$ cat src/rtl/pc_sequencer.sv
// Fetch/execute controller driving the PC's 2-bit choice input.
// Sequences imem fetches with req/ack, holds the PC while execute is busy and advances it on retire.
module pc_sequencer #(
    parameter int INSTR_W = 32,
    parameter int TIMEOUT = 15,
    parameter int CNT_W   = 32
) (
    input  logic               clk,
    input  logic               reset,
    output logic [1:0]         pc_choice,
    output logic               imem_req,
    input  logic               imem_ack,
    input  logic [INSTR_W-1:0] imem_data,
    output logic [INSTR_W-1:0] instr,
    output logic               instr_valid,
    input  logic               exec_done,
    input  logic               halt_req,
    input  logic               resume,
    input  logic               restart,
    output logic               halted,
    output logic               fault,
    output logic [CNT_W-1:0]   retired_count
);

    typedef enum logic [2:0] {
        S_BOOT,
        S_FETCH,
        S_EXEC,
        S_HALT,
        S_FAULT
    } state_t;

    localparam logic [1:0] PC_ADVANCE = 2'b00;
    localparam logic [1:0] PC_BUSY    = 2'b01;
    localparam logic [1:0] PC_STOP    = 2'b10;
    localparam logic [1:0] PC_CLEAR   = 2'b11;

    // Value the counter holds during the last FETCH cycle before timing out.
    localparam logic [7:0] TMO_LAST = 8'(TIMEOUT - 1);

    state_t             state_reg;
    logic [7:0]         tmo_cnt_reg;
    logic [INSTR_W-1:0] instr_reg;
    logic [CNT_W-1:0]   retired_reg;

    always_ff @(posedge clk or negedge reset) begin
        if (!reset) begin
            state_reg   <= S_BOOT;
            tmo_cnt_reg <= 8'd0;
            instr_reg   <= '0;
            retired_reg <= '0;
        end else if (restart) begin
            // Soft restart keeps the instruction latch and the retire count.
            state_reg   <= S_BOOT;
            tmo_cnt_reg <= 8'd0;
        end else begin
            case (state_reg)
                S_BOOT: begin
                    state_reg <= S_FETCH;
                end
                S_FETCH: begin
                    if (imem_ack) begin
                        instr_reg   <= imem_data;
                        tmo_cnt_reg <= 8'd0;
                        state_reg   <= S_EXEC;
                    end else if (tmo_cnt_reg == TMO_LAST) begin
                        tmo_cnt_reg <= 8'd0;
                        state_reg   <= S_FAULT;
                    end else begin
                        tmo_cnt_reg <= tmo_cnt_reg + 8'd1;
                    end
                end
                S_EXEC: begin
                    if (exec_done) begin
                        retired_reg <= retired_reg + CNT_W'(1);
                        state_reg   <= halt_req ? S_HALT : S_FETCH;
                    end
                end
                S_HALT: begin
                    if (resume) begin
                        state_reg <= S_FETCH;
                    end
                end
                S_FAULT: begin
                    state_reg <= S_FAULT;
                end
                default: begin
                    state_reg <= S_BOOT;
                end
            endcase
        end
    end

    // Outputs follow state and live inputs so the PC acts on them at the same edge.
    always_comb begin
        pc_choice   = PC_BUSY;
        imem_req    = 1'b0;
        instr_valid = 1'b0;
        halted      = 1'b0;
        fault       = 1'b0;
        case (state_reg)
            S_BOOT: begin
                pc_choice = PC_CLEAR;
            end
            S_FETCH: begin
                pc_choice = PC_BUSY;
                imem_req  = 1'b1;
            end
            S_EXEC: begin
                instr_valid = 1'b1;
                pc_choice   = exec_done ? PC_ADVANCE : PC_BUSY;
            end
            S_HALT: begin
                pc_choice = PC_STOP;
                halted    = 1'b1;
            end
            S_FAULT: begin
                pc_choice = PC_STOP;
                fault     = 1'b1;
            end
            default: begin
                pc_choice = PC_CLEAR;
            end
        endcase
        if (restart) begin
            pc_choice = PC_CLEAR;
        end
    end

    assign instr         = instr_reg;
    assign retired_count = retired_reg;

endmodule

$ cat config.mk
export PLATFORM = sky130hd
export DESIGN_NAME = pc_sequencer
export DESIGN_NICKNAME = d
export VERILOG_FILES = /design/src/rtl/pc_sequencer.sv
export SDC_FILE = /design/constraint.sdc
export NUM_CORES = 1
export LEC_CHECK = 0
export CORE_ASPECT_RATIO = 0.9
export CORE_MARGIN = 4
export CORE_UTILIZATION = 40
export CTS_CLUSTER_SIZE = 24
export DETAILED_ROUTE_END_ITERATION = 10
export PLACE_DENSITY = 0.71
export SLEW_MARGIN = 20
export SYNTH_ARGS = -nofsm -noshare
export SYNTH_HDL_FRONTEND = slang
export SYNTH_SLANG_ARGS = --single-unit
export TNS_END_PERCENT = 1
$ cat constraint.sdc
create_clock -name clk -period 4.9 [get_ports clk]
set_input_delay 0.49 -clock clk [delete_from_list [all_inputs] [get_ports clk]]
set_output_delay 0.49 -clock clk [all_outputs]
set_load 0.02 [all_outputs]
* Word-level counts from Yosys, hierarchy flattened
Cells that the tools add are included.
** Word-level totals
- Register bits :: 75
- Bits of input ports :: 39
- Output and inout port bits :: 70
- Logic and storage cells :: 39
** Cells by class
- Add/sub/neg operators :: 2
- Equality and inequality tests :: 8
- Multiplexer cells :: 18
- Bitwise logic cells :: 1
- Reductions and logical operators :: 6
** Operator list (number)
- adder 32 x 1 -> 32 bit, second input constant :: 1
- two-way mux 8 bit :: 4
- two-way mux 3 bit :: 5
- one-hot mux 3 bit (5 select lines) :: 1
- AND reduction 3 bit :: 3
- adder 8 x 1 -> 8 bit, second input constant :: 1
- equality test 8 x 4 -> 1 bit, second input constant :: 1
- equality test 3 x 2 -> 1 bit, second input constant :: 2
- inequality test 3 bit, second input constant :: 2
- one-hot mux 2 bit (3 select lines) :: 1
- two-way mux 1 bit :: 5
- two-way mux 2 bit :: 2
- inequality test 4 bit, second input constant :: 1
- equality test 3 x 1 -> 1 bit, second input constant :: 1
- equality test 3 bit, second input constant :: 1
- logical NOT 3 bit :: 1
- nonzero test 2 bit :: 1
- OR reduction 2 bit :: 1
- inverter 1 bit :: 1

* Depth between registers and ports, before layout
- Word-level depth :: 5
- Depth in mapped cells :: 6
- Mapped depth without buffers :: 6

* Least setup slack after synthesis
No wires, ideal clock.
- Path type :: flip-flop to flip-flop
- Start :: register state_reg[0]
- End :: register instr_reg[10], in the netlist instr[10]
- Library setup time :: 0.125 ns
- Data arrival time :: 2.080 ns
- Data required time :: 4.775 ns
- Setup slack :: 2.695 ns
- Cell stages (with the launch flop) :: 7
- Buffers on the path :: 2
- Period minus slack after synthesis :: 2.205 ns
- Cells stage by stage :: dfrtp_1 > buf_6 > nor3b_1 > nand2_1 > nor2_1 > buf_2 > mux2_2
** On the way
- Cells in the longest elaborated chain, start to end :: 2
** Ends and longest elaborated chain
- start, declared :: RTL line 41 : state_t state_reg;
- start signal, assigned :: RTL line 76 : state_reg <= halt_req ? S_HALT : S_FETCH;
- equality test 3 x 1 -> 1 bit :: RTL line 57 : case (state_reg)
- AND reduction 3 bit (no source line)
- end signal, assigned :: RTL line 63 : instr_reg <= imem_data;
- end, declared :: RTL line 43 : logic [INSTR_W-1:0] instr_reg;
No other way between the ends.
A chain may end at the register's enable or synchronous reset.

* Worst setup path in the final report
- Start :: input port restart
- End :: output port pc_choice[1]
** On the way
- Cells in the longest elaborated chain, start to end :: 1
** Ends and longest elaborated chain
- start, declared :: RTL line 19 : input logic restart,
- two-way mux 2 bit :: RTL line 125 : if (restart) begin
- end, declared :: RTL line 10 : output logic [1:0] pc_choice,
No other way between the ends.

==> impl_metrics.json <==
{
  "dr_total_vias": 2577,
  "fin_tns_setup_ps": 0,
  "rows": 31,
  "finalSetupViolations": 0,
  "crit_top_cell": "clkdlybuf4s50_1",
  "synth_seq_area_share_pct": 54.61,
  "ys_types": 44,
  "place_congestion": 0.7998,
  "slowest_stage": "clkdlybuf4s50_1",
  "final_cells": 516,
  "synth_area_leaders": "dfrtp_1, mux2_2, xor2_1",
  "status": "completed",
  "die_area_sq_um": 10140,
  "hold_violations": 0,
  "cp.arrival_ps": 2080,
  "synth_flop_cell": "dfrtp_1",
  "grt_max_degree": 76,
  "hold_ws_ps": 273.4,
  "synth_edf_count": 0,
  "postSynthAreaPerCell_sq_um": 12.06,
  "cts_tree": "yes",
  "final_common_cell": "clkdlybuf4s50_1",
  "slew-limit-headroom_pct": 37.03,
  "hold_path_class": "input pin to asynchronous set/reset pin",
  "finalCritPeriodShare_pct": 52.51,
  "dpl_cell_area_sq_um": 4619,
  "cp-end-kind": "output port",
  "fp.dieW_microns": 105.7,
  "wl_per_cell_microns": 15.17,
  "area_growth_pct": 40.26,
  "critPathRequiredTime_ps": 4410,
  "clk_pin_slew_worst_paths_ps": 80,
  "cap_violations": 0,
  "antenna_left": 0,
  "max_freq_mhz": 388.7,
  "nFillCells": 708,
  "p_comb_share_pct": 35.1,
  "path_cells": "clkdlybuf4s50_1 > nor2_1 > o21ai_0 > clkdlybuf4s50_1",
  "rsz0062_at_grt": "no",
  "nets": 439,
  "syn-instance-count": 285,
  "cts_setup_buffers": 0,
  "cts_resized": 0,
  "finClkSkew_ps": 11.97,
  "p_int_mw": 1.405,
  "leakage_nw": 2.054,
  "vdd.ir_drop.worst_mv": 0.1690,
  "vias_per_cell": 4.994,
  "critPathMaxStageDelay_ps": 730,
  "diodes": 0,
  "layout-drive-gt1-share_pct": 15.71,
  "grt_overflow": 0,
  "cts_buffers": 9,
  "fin_area_sq_um": 4821,
  "worst-path-max-fanout": 13,
  "grt_pass1_vias": 2639,
  "ctsHoldBuffers": 0,
  "path_class": "input pin to output port",
  "die_h_microns": 95.94,
  "clock-sinks": 75,
  "ios": 109,
  "dp_hpwl_mm": 5.693,
  "max-clock-path-buffers": 2,
  "grt_usage_pct": 16.37,
  "cts_root_buffer": "clkbuf_8",
  "seq_power_share_pct": 41.5,
  "tightest_slew_ps": 944.6,
  "first_pass_iters": 4,
  "port_buffers": 108,
  "synth_top_area_share_pct": 54.61,
  "htree_levels": 3,
  "p_clk_share_pct": 23.4,
  "synth_area_sq_um": 3437,
  "clock_latency_ps": 340,
  "synth_top_area_cell": "dfrtp_1",
  "ff2ff_path_depth": 4,
  "ys_seq_elements": 75,
  "grt_pass1_wl_mm": 13.21,
  "post-route-min-period_ps": 2573,
  "final_cell_mix": "clkdlybuf4s50_1, dfrtp_1, mux2_2",
  "syn-num-nets": 327,
  "initial_core_util_pct": 41.80,
  "drtIter0Drc": 114,
  "power_density_nw_per_um2": 421.5,
  "p_sw_share_pct": 30.83,
  "p_sw_mw": 0.6265,
  "design.core.area_sq_um": 8223,
  "antenna_found_initial": 0,
  "wl_mm": 7.829,
  "route.detailed.drc": 0,
  "slew_viol_final": 0,
  "synth_warnings": 0,
  "async_reset_ff_share_pct": 100.0,
  "dp_cells": 501,
  "start_kind": "input pin"
}
-- layer usage --
metal	up-vias	part of all wire [%]	track usage [%]
met5	-	0	0
met4	0	1.4	6.149
met3	8	6.3	4.829
met2	83	46	24.84
met1	1253	46	22.36
li1	1233	-	-
-- area by class of cell --
class                           count  area [sq um]  share of cell area (%)
Sequential cell                    75          1877                   38.93
Inverter                           12         45.04                  0.9343
Multi-Input combinational cell    190          1468                   30.44
Clock inverter                      4         50.05                   1.038
Tap cell                          115         143.9                   2.985
Timing Repair Buffer              109          1086                   22.53
Clock buffer                       11         151.4                   3.140
-- Yosys cell counts, types with 2 or more instances --
cell	count
a21oi_1	4
a31oi_1	4
and2_1	2
and3_1	4
and4_1	3
buf_2	4
buf_6	2
dfrtp_1	75
ha_1	3
inv_1	12
mux2_2	33
nand2_1	20
nand2b_1	3
nand3_1	10
nand4_1	6
nand4b_1	2
nor2_1	9
nor2b_1	3
nor3_1	10
nor3b_1	3
nor4_1	7
nor4_2	2
nor4_4	3
o21ai_0	6
or3_1	2
or4_1	3
or4b_2	2
xnor2_1	13
xor2_1	20
-- power groups by stage --
| stage | combinational [mW] | sequential [mW] | clock [mW] |
|---|---|---|---|
| 5_1_grt | 0.759 | 0.867 | 0.518 |
| 6_report | 0.713 | 0.843 | 0.476 |
| 3_5_place_dp | 0.724 | 0.857 | 0 |
| 4_1_cts | 0.726 | 0.845 | 0.494 |
| 2_1_floorplan | 0.177 | 1.02 | 0 |
| 3_3_place_gp | 0.710 | 0.851 | 0 |
-- cell families (layout without fill, tap and decap cells) --
group	after synthesis	in the layout	synth area share [%]
AO/OA/AOI/OAI	20	20	3.713
XOR/XNOR	33	33	8.409
adder cells (fa/ha/maj)	3	3	1.092
flip-flops	75	75	54.61
buffers and inverters	20	136	2.766
AND/OR/NAND/NOR	100	100	18.31
multiplexers	34	34	11.10
-- critical path, delay by kind of cell --
family	cells	cell delay [ps]
buffers and inverters	2	1410
and+or+nand+nor	1	80
AOI/OAI and AO/OA	1	90
-- final timing paths --
| kind | to | start | slack, ps |
|---|---|---|---|
| worst max-delay path | pc_choice[1] | restart | 2330 |
| worst min-delay path | retired_count[28] | reset | 270 |
| worst max register to register | retired_count[22] | state_reg[0] | 2630 |
| worst min register to register | retired_count[31] | retired_count[31] | 470 |
| max in group asynchronous | tmo_cnt_reg[6] | reset | 3980 |
| min in group clk | retired_count[31] | retired_count[31] | 470 |
-- stage by stage --
| step | utilization (%) | total power [mW] | setup WS (ps) |
|---|---|---|---|
| 6_report | 58.63 | 2.032 | 2327 |
| 5_1_grt | 58.63 | 2.144 | 2221 |
| 4_1_cts | 58.63 | 2.065 | 2317 |
| 3_5_place_dp | 56.18 | 1.581 | 2170 |
| 3_3_place_gp | 56.18 | 1.561 | 2226 |
| 2_1_floorplan | - | 1.199 | 2695 |
(Power assumes the default switching activity.)
